<file path="src/rtl/rv_isa_pkg.sv">
// RV32I opcode constants, instruction format and loader state types shared by encoder and decoder.
package rv_isa_pkg;

  localparam logic [6:0] OP_R      = 7'b0110011;
  localparam logic [6:0] OP_IMM    = 7'b0010011;
  localparam logic [6:0] OP_LOAD   = 7'b0000011;
  localparam logic [6:0] OP_JALR   = 7'b1100111;
  localparam logic [6:0] OP_SYS    = 7'b1110011;
  localparam logic [6:0] OP_STORE  = 7'b0100011;
  localparam logic [6:0] OP_BRANCH = 7'b1100011;
  localparam logic [6:0] OP_LUI    = 7'b0110111;
  localparam logic [6:0] OP_AUIPC  = 7'b0010111;
  localparam logic [6:0] OP_JAL    = 7'b1101111;

  typedef enum logic [2:0] {FMT_R, FMT_I, FMT_S, FMT_B, FMT_U, FMT_J, FMT_ILL} fmt_e;

  typedef enum logic [1:0] {StIdle, StLoad, StDone} ld_state_e;

  function automatic fmt_e op_fmt(input logic [6:0] op);
    case (op)
      OP_R:                            return FMT_R;
      OP_IMM, OP_LOAD, OP_JALR, OP_SYS: return FMT_I;
      OP_STORE:                        return FMT_S;
      OP_BRANCH:                       return FMT_B;
      OP_LUI, OP_AUIPC:                return FMT_U;
      OP_JAL:                          return FMT_J;
      default:                         return FMT_ILL;
    endcase
  endfunction

endpackage

</file>
<file path="src/rtl/rv_instr_pack.sv">
// Combinational RV32I field packer. ENC_IMM_RANGE_CHECK_EN flags immediates that the
// format cannot represent; otherwise excess immediate bits are truncated.
module rv_instr_pack
  import rv_isa_pkg::*;
(
  input  logic [6:0]  op,
  input  logic [2:0]  fun3,
  input  logic [6:0]  fun7,
  input  logic [4:0]  rd,
  input  logic [4:0]  rs1,
  input  logic [4:0]  rs2,
  input  logic [31:0] imm,
  output logic [31:0] word,
  output logic        illegal,
  output logic        range_err
);

  fmt_e fmt;
  logic shift;

  assign fmt   = op_fmt(op);
  assign shift = (op == OP_IMM) && ((fun3 == 3'b001) || (fun3 == 3'b101));

  always_comb begin
    word    = '0;
    illegal = 1'b0;
    case (fmt)
      FMT_R: word = {fun7, rs2, rs1, fun3, rd, op};
      FMT_I: word = shift ? {fun7, imm[4:0], rs1, fun3, rd, op}
                          : {imm[11:0], rs1, fun3, rd, op};
      FMT_S: word = {imm[11:5], rs2, rs1, fun3, imm[4:0], op};
      FMT_B: word = {imm[12], imm[10:5], rs2, rs1, fun3, imm[4:1], imm[11], op};
      FMT_U: word = {imm[31:12], rd, op};
      FMT_J: word = {imm[20], imm[10:1], imm[11], imm[19:12], rd, op};
      default: illegal = 1'b1;
    endcase
  end

`ifdef ENC_IMM_RANGE_CHECK_EN
  // Upper bits must be a pure sign extension of the top encodable bit.
  logic sx12, sx13, sx21;
  assign sx12 = (&imm[31:11]) | ~(|imm[31:11]);
  assign sx13 = (&imm[31:12]) | ~(|imm[31:12]);
  assign sx21 = (&imm[31:20]) | ~(|imm[31:20]);

  always_comb begin
    range_err = 1'b0;
    case (fmt)
      FMT_I:   range_err = shift ? (|imm[31:5]) : !sx12;
      FMT_S:   range_err = !sx12;
      FMT_B:   range_err = !sx13 || imm[0];
      FMT_U:   range_err = |imm[11:0];
      FMT_J:   range_err = !sx21 || imm[0];
      default: range_err = 1'b0;
    endcase
  end
`else
  assign range_err = 1'b0;
`endif

endmodule

</file>
<file path="src/rtl/rv_instr_encoder_loader.sv">
// Encodes RV32I field bundles and streams them into instruction memory through a
// single-entry output register. Optional immediate range checking: ENC_IMM_RANGE_CHECK_EN.
module rv_instr_encoder_loader
  import rv_isa_pkg::*;
#(
  parameter logic [31:0] BASE_ADDR = 32'h0000_0000,
  parameter int unsigned DEPTH     = 256
) (
  input  logic                       clk,
  input  logic                       rst,
  input  logic                       start,
  input  logic                       in_valid,
  output logic                       in_ready,
  input  logic                       in_last,
  input  logic [6:0]                 op,
  input  logic [2:0]                 fun3,
  input  logic [6:0]                 fun7,
  input  logic [4:0]                 rd,
  input  logic [4:0]                 rs1,
  input  logic [4:0]                 rs2,
  input  logic [31:0]                imm,
  output logic                       imem_we,
  input  logic                       imem_ready,
  output logic [31:0]                imem_addr,
  output logic [31:0]                imem_wdata,
  output logic [$clog2(DEPTH+1)-1:0] word_count,
  output logic                       busy,
  output logic                       done,
  output logic                       err
);

  localparam int unsigned CW = $clog2(DEPTH + 1);

  ld_state_e   state;
  logic        last_acc;
  logic [31:0] word;
  logic        illegal, range_err, good;
  logic        accept, commit, we_next;
  logic [CW-1:0] cnt_next;

  rv_instr_pack u_pack (
    .op        (op),
    .fun3      (fun3),
    .fun7      (fun7),
    .rd        (rd),
    .rs1       (rs1),
    .rs2       (rs2),
    .imm       (imm),
    .word      (word),
    .illegal   (illegal),
    .range_err (range_err)
  );

  // The pending word counts against DEPTH so a full session never over-accepts.
  assign in_ready = (state == StLoad) && !last_acc &&
                    ((32'(word_count) + 32'(imem_we)) < DEPTH) &&
                    (!imem_we || imem_ready);
  assign accept   = in_valid && in_ready;
  assign commit   = imem_we && imem_ready;
  assign good     = !illegal && !range_err;
  assign we_next  = (imem_we && !imem_ready) || (accept && good);
  assign cnt_next = word_count + CW'(commit);

  always_ff @(posedge clk) begin
    if (rst) begin
      state      <= StIdle;
      last_acc   <= 1'b0;
      imem_we    <= 1'b0;
      imem_addr  <= BASE_ADDR;
      imem_wdata <= '0;
      word_count <= '0;
      busy       <= 1'b0;
      done       <= 1'b0;
      err        <= 1'b0;
    end else begin
      case (state)
        StLoad: begin
          if (accept) begin
            if (good) imem_wdata <= word;
            else      err        <= 1'b1;
            if (in_last) last_acc <= 1'b1;
          end
          imem_we <= we_next;
          if (commit) begin
            imem_addr  <= imem_addr + 32'd4;
            word_count <= cnt_next;
          end
          if ((last_acc && !we_next) || (32'(cnt_next) == DEPTH)) begin
            state <= StDone;
            busy  <= 1'b0;
            done  <= 1'b1;
          end
        end
        default: begin
          if (start) begin
            state      <= StLoad;
            last_acc   <= 1'b0;
            imem_we    <= 1'b0;
            imem_addr  <= BASE_ADDR;
            word_count <= '0;
            busy       <= 1'b1;
            done       <= 1'b0;
            err        <= 1'b0;
          end
        end
      endcase
    end
  end

endmodule

</file>
<file path="config.mk">
export PLATFORM = sky130hd
export DESIGN_NAME = rv_instr_encoder_loader
export DESIGN_NICKNAME = d
export VERILOG_FILES = /design/src/rtl/rv_isa_pkg.sv /design/src/rtl/rv_instr_pack.sv /design/src/rtl/rv_instr_encoder_loader.sv
export SDC_FILE = /design/constraint.sdc
export NUM_CORES = 1
export LEC_CHECK = 0
export BUFFER_PORTS_ARGS = -buffer_cell sky130_fd_sc_hd__buf_4
export CORE_AREA = 4 4 110 91
export CTS_BUF_LIST = sky130_fd_sc_hd__clkbuf_16
export DETAILED_ROUTE_END_ITERATION = 8
export DIE_AREA = 0 0 114 95
export PLACE_DENSITY = 0.81
export SYNTH_ARGS = -nofsm -noshare
export SYNTH_HDL_FRONTEND = slang
export SYNTH_SLANG_ARGS = --single-unit
</file>
<file path="constraint.sdc">
create_clock -name clk -period 2 [get_ports clk]
set_input_delay 0 -clock clk [delete_from_list [all_inputs] [get_ports clk]]
set_output_delay 0 -clock clk [all_outputs]
set_load 0.02 [all_outputs]
</file>
==> results by group <==
Floorplan
  • DIE AREA: 0.0108 sq mm
  • Die Y-Extent: 95 um
  • # rows: 31
  • Starting Density: 43.8%
  • Ports: 148
  • Die width: 114 um
  • Placeable Area: 0.00892 sq mm

Hold path
  • Hold depth: 3
  • Hold WC Path Type: input pin to register
  • Hold path start: rs2[2]
  • Worst Hold End: imem_wdata[22]$_SDFFE_PP0P_

STA
  • Fin. max-slew vios: 0
  • Final setup vio count: 1
  • Skew final: 10.0 ps
  • Fmax: 0.494 GHz
  • Final Hold Fails: 0
  • Final Cycle Share: 101%
  • RSZ-0062 raised after global routing: yes
  • Tmin final: 2030 ps
  • Setup ws final: -25.2 ps

Clock tree
  • Worst skew pair latency: 340 ps
  • Clock transition at the registers of the reported paths: 60 ps
  • Root buffer cell: clkbuf_16
  • H-tree depth: 3
  • CTS Buffer Depth: 2
  • CTS tree: yes
  • CTS Buf Count: 9
  • Num Clock Sinks: 76

Drt
  • ANT nets after route: 0
  • Residual DRC: 0
  • Vias: 4,428
  • Initial DRC Count: 425
  • Vias/cell: 5.66
  • Drt wl/cell: 17.5 um
  • First-pass DRT Iterations: 5
  • WL final: 13,700 um

Worst setup path
  • Crit path max-delay cell type: or4_1
  • Worst r2r path cells: 8
  • Reg2Reg Capture Point: state[0]$_SDFFE_PP0P_
  • Reg2reg setup slack: -30 ps
  • Critical path class: register to register
  • Required time of the critical path: 2220 ps
  • Worst path max stage delay: 410 ps
  • Crit path DAT: 2240 ps
  • Worst-path fanout max: 3
  • Worst Setup Start Kind: register
  • Worst setup EP type: register
  • Start of the worst register-to-register path: imem_we$_SDFFE_PP0P_
  • Cell Chain, Critical Path: and2_4 > ha_4 > a211o_1 > nand2_1 > a31oi_1 > or4_1 > o31a_1 > nor3b_1

Synth
  • Cells after synthesis: 445
  • Mux cell area share after synthesis: 0.832%
  • FF+latch count, synth: 76
  • Number of flops mapped to enable cells by yosys: 0
  • Combinational family with the most area after synthesis: simple AND/OR/NAND/NOR gates
  • Post-Synth XOR/XNOR Area: 6.94%
  • Synth area leader: dfxtp_1
  • Seq/Total Area, Yosys: 38.9%
  • Top-count cell post-synth: dfxtp_1
  • Asr flop ratio synth: 0%
  • Synth unique cells: 57
  • Yosys warning total: 0
  • Synth Area in Adders: 1.60%
  • Synthesized area: 0.00391 sq mm
  • Synth Flop Type: dfxtp_1
  • Ranking of synthesized cells by area: dfxtp_1, o2bb2ai_1, a22oi_1
  • Simple-gate area share of the yosys netlist: 23.9%
  • Synth top cells by count: dfxtp_1, nor2_1, a22oi_1, o2bb2ai_1, nand3_1
  • Share of Yosys cell area claimed by the top area cell type: 38.9%
  • Syn avg cell area: 8.79 sq um
  • Compound-cell area share of the yosys netlist: 22.8%

Power
  • Sw Ratio: 24.7%
  • Comb pwr share: 11.6%
  • LEAKAGE: 2.54 nW
  • Clock power share: 46.5%
  • P_sw: 897 uW
  • PD cells: 588 mW/mm^2
  • IR drop worst, VDD: 533 uV
  • Part of the power in registers: 41.9%
  • Int Power: 2.74 mW

GRT
  • GRT Total Usage: 24.6%
  • First-pass GRT wire length: 21,600 um
  • Initial antenna violation count: 0
  • Global route overflow: 0
  • Largest net degree at the start of global routing: 32
  • Vias in the first global route: 4,361

Layout
  • Share of layout cells above drive strength 1: 34.3%
  • Fillers: 681
  • Area Growth Syn to Fin: 58.0%
  • Final core occ: 69.3%
  • Non-filler cells, final: 783
  • Final #Nets: 738
  • Antenna cell count: 0

Run status
  • Failing checks: negative setup slack
  • Outcome: finished with violations

Placed design
  • DP Cell Count: 722
  • Port-buffer cells: 145
  • RD Place Congestion: 0.941
  • Detailed Place HPWL: 9140 um

Run
  • Max-Cap Viols: 0
-- cell type report --
class	count	area (sq um)	share of cell area (%)
clock inverters	7	82.6	1.34
well taps	115	144	2.33
inverters	10	37.5	0.607
flip-flops and latches	76	1520	24.7
clock buffers	9	225	3.64
multi-input cells	331	2280	36.8
repair buffers	235	1890	30.6
-- metrics by stage --
| step | worst slack [ps] | cell area [sq um] | total power [mW] | hold slack (ps) | setup TNS, ps |
|---|---|---|---|---|---|
| after detailed placement | -110 | 5360 | 1.89 | 224 | -1920 |
| final | -25.2 | 6180 | 3.63 | 21.8 | -25.2 |
| after global routing | -79.2 | 6180 | 3.75 | 13.0 | -403 |
| after global placement | -14.0 | 5360 | 1.88 | 208 | -14.0 |
| after CTS | 5.06 | 6140 | 3.64 | 9.97 | 0 |
| after floorplan | -27.6 | 3950 | 1.71 | 68.7 | -27.6 |
-- what timing repair did --
item / in CTS / in global routing
gates resized for setup: 4 / 6
hold buffers: 45 / 0
hold endpoints to repair: 44 / 0
buffers inserted: 0 / 0
setup endpoints to repair: 29 / 28
-- layer usage --
layer  share of wire [%]  global-route usage, %
met4                 2.8                   9.30
met2                  49                   41.0
met5                   0                      0
met1                  41                   31.0
met3                 7.0                   5.51
-- logic make-up after synthesis --
| family | count (synthesis) |
|---|---|
| other cells | 1 |
| compound gates | 117 |
| simple gates | 173 |
| xor+xnor | 31 |
| mux | 3 |
| buf+inv | 39 |
| flops | 76 |
| fa+ha+maj | 5 |
-- critical path, delay by kind of cell, from the launching register on --
kind / cells / cell delay, ps
AO/OA/AOI/OAI: 3 / 660
AND/OR/NAND/NOR: 4 / 760
adder cells (fa/ha/maj): 1 / 160
flip-flops: 1 / 320
-- power by group through the flow --
stage	sequential, mW	clock [mW]	combinational (mW)
finish	1.52	1.69	0.420
global route	1.52	1.78	0.447
CTS	1.52	1.72	0.404
detailed placement	1.56	0	0.330
global placement	1.56	0	0.325
floorplan	1.56	0	0.152
-- how the worst max path moves through the flow --
stage                              start  slack (ps)                         end  depth (start not counted)
floorplan           imem_we$_SDFFE_PP0P_         -30       state[0]$_SDFFE_PP0P_                          6
global placement    imem_we$_SDFFE_PP0P_         -10       state[0]$_SDFFE_PP0P_                          8
detailed placement                 op[3]        -110  imem_wdata[8]$_SDFFE_PP0P_                         10
CTS                 imem_we$_SDFFE_PP0P_           5       state[0]$_SDFFE_PP0P_                          8
global route        imem_we$_SDFFE_PP0P_         -80       state[0]$_SDFFE_PP0P_                          8
finish              imem_we$_SDFFE_PP0P_         -30       state[0]$_SDFFE_PP0P_                          8
-- cell usage in the layout, fill, tap and decap left out, types with 10 or more instances in the layout --
cell,n
buf_4,189
dfxtp_1,74
nor2_1,46
dlygate4sd3_1,45
a22oi_1,27
o2bb2ai_1,25
nand3_1,21
nand2_1,20
xnor2_1,16
a21oi_1,15
xor2_1,15
a22o_1,14
o21ai_0,11
inv_1,10
-- sequential cells by signal (all words and copies together) (netlist names) --
| name | count |
|---|---|
| word_count | 9 |
| imem_addr | 30 |
| err | 1 |
| imem_wdata | 32 |
| done | 1 |
| imem_we | 1 |
| state | 1 |
| last_acc | 1 |
Note: power is estimated with default switching activity, not from simulation.
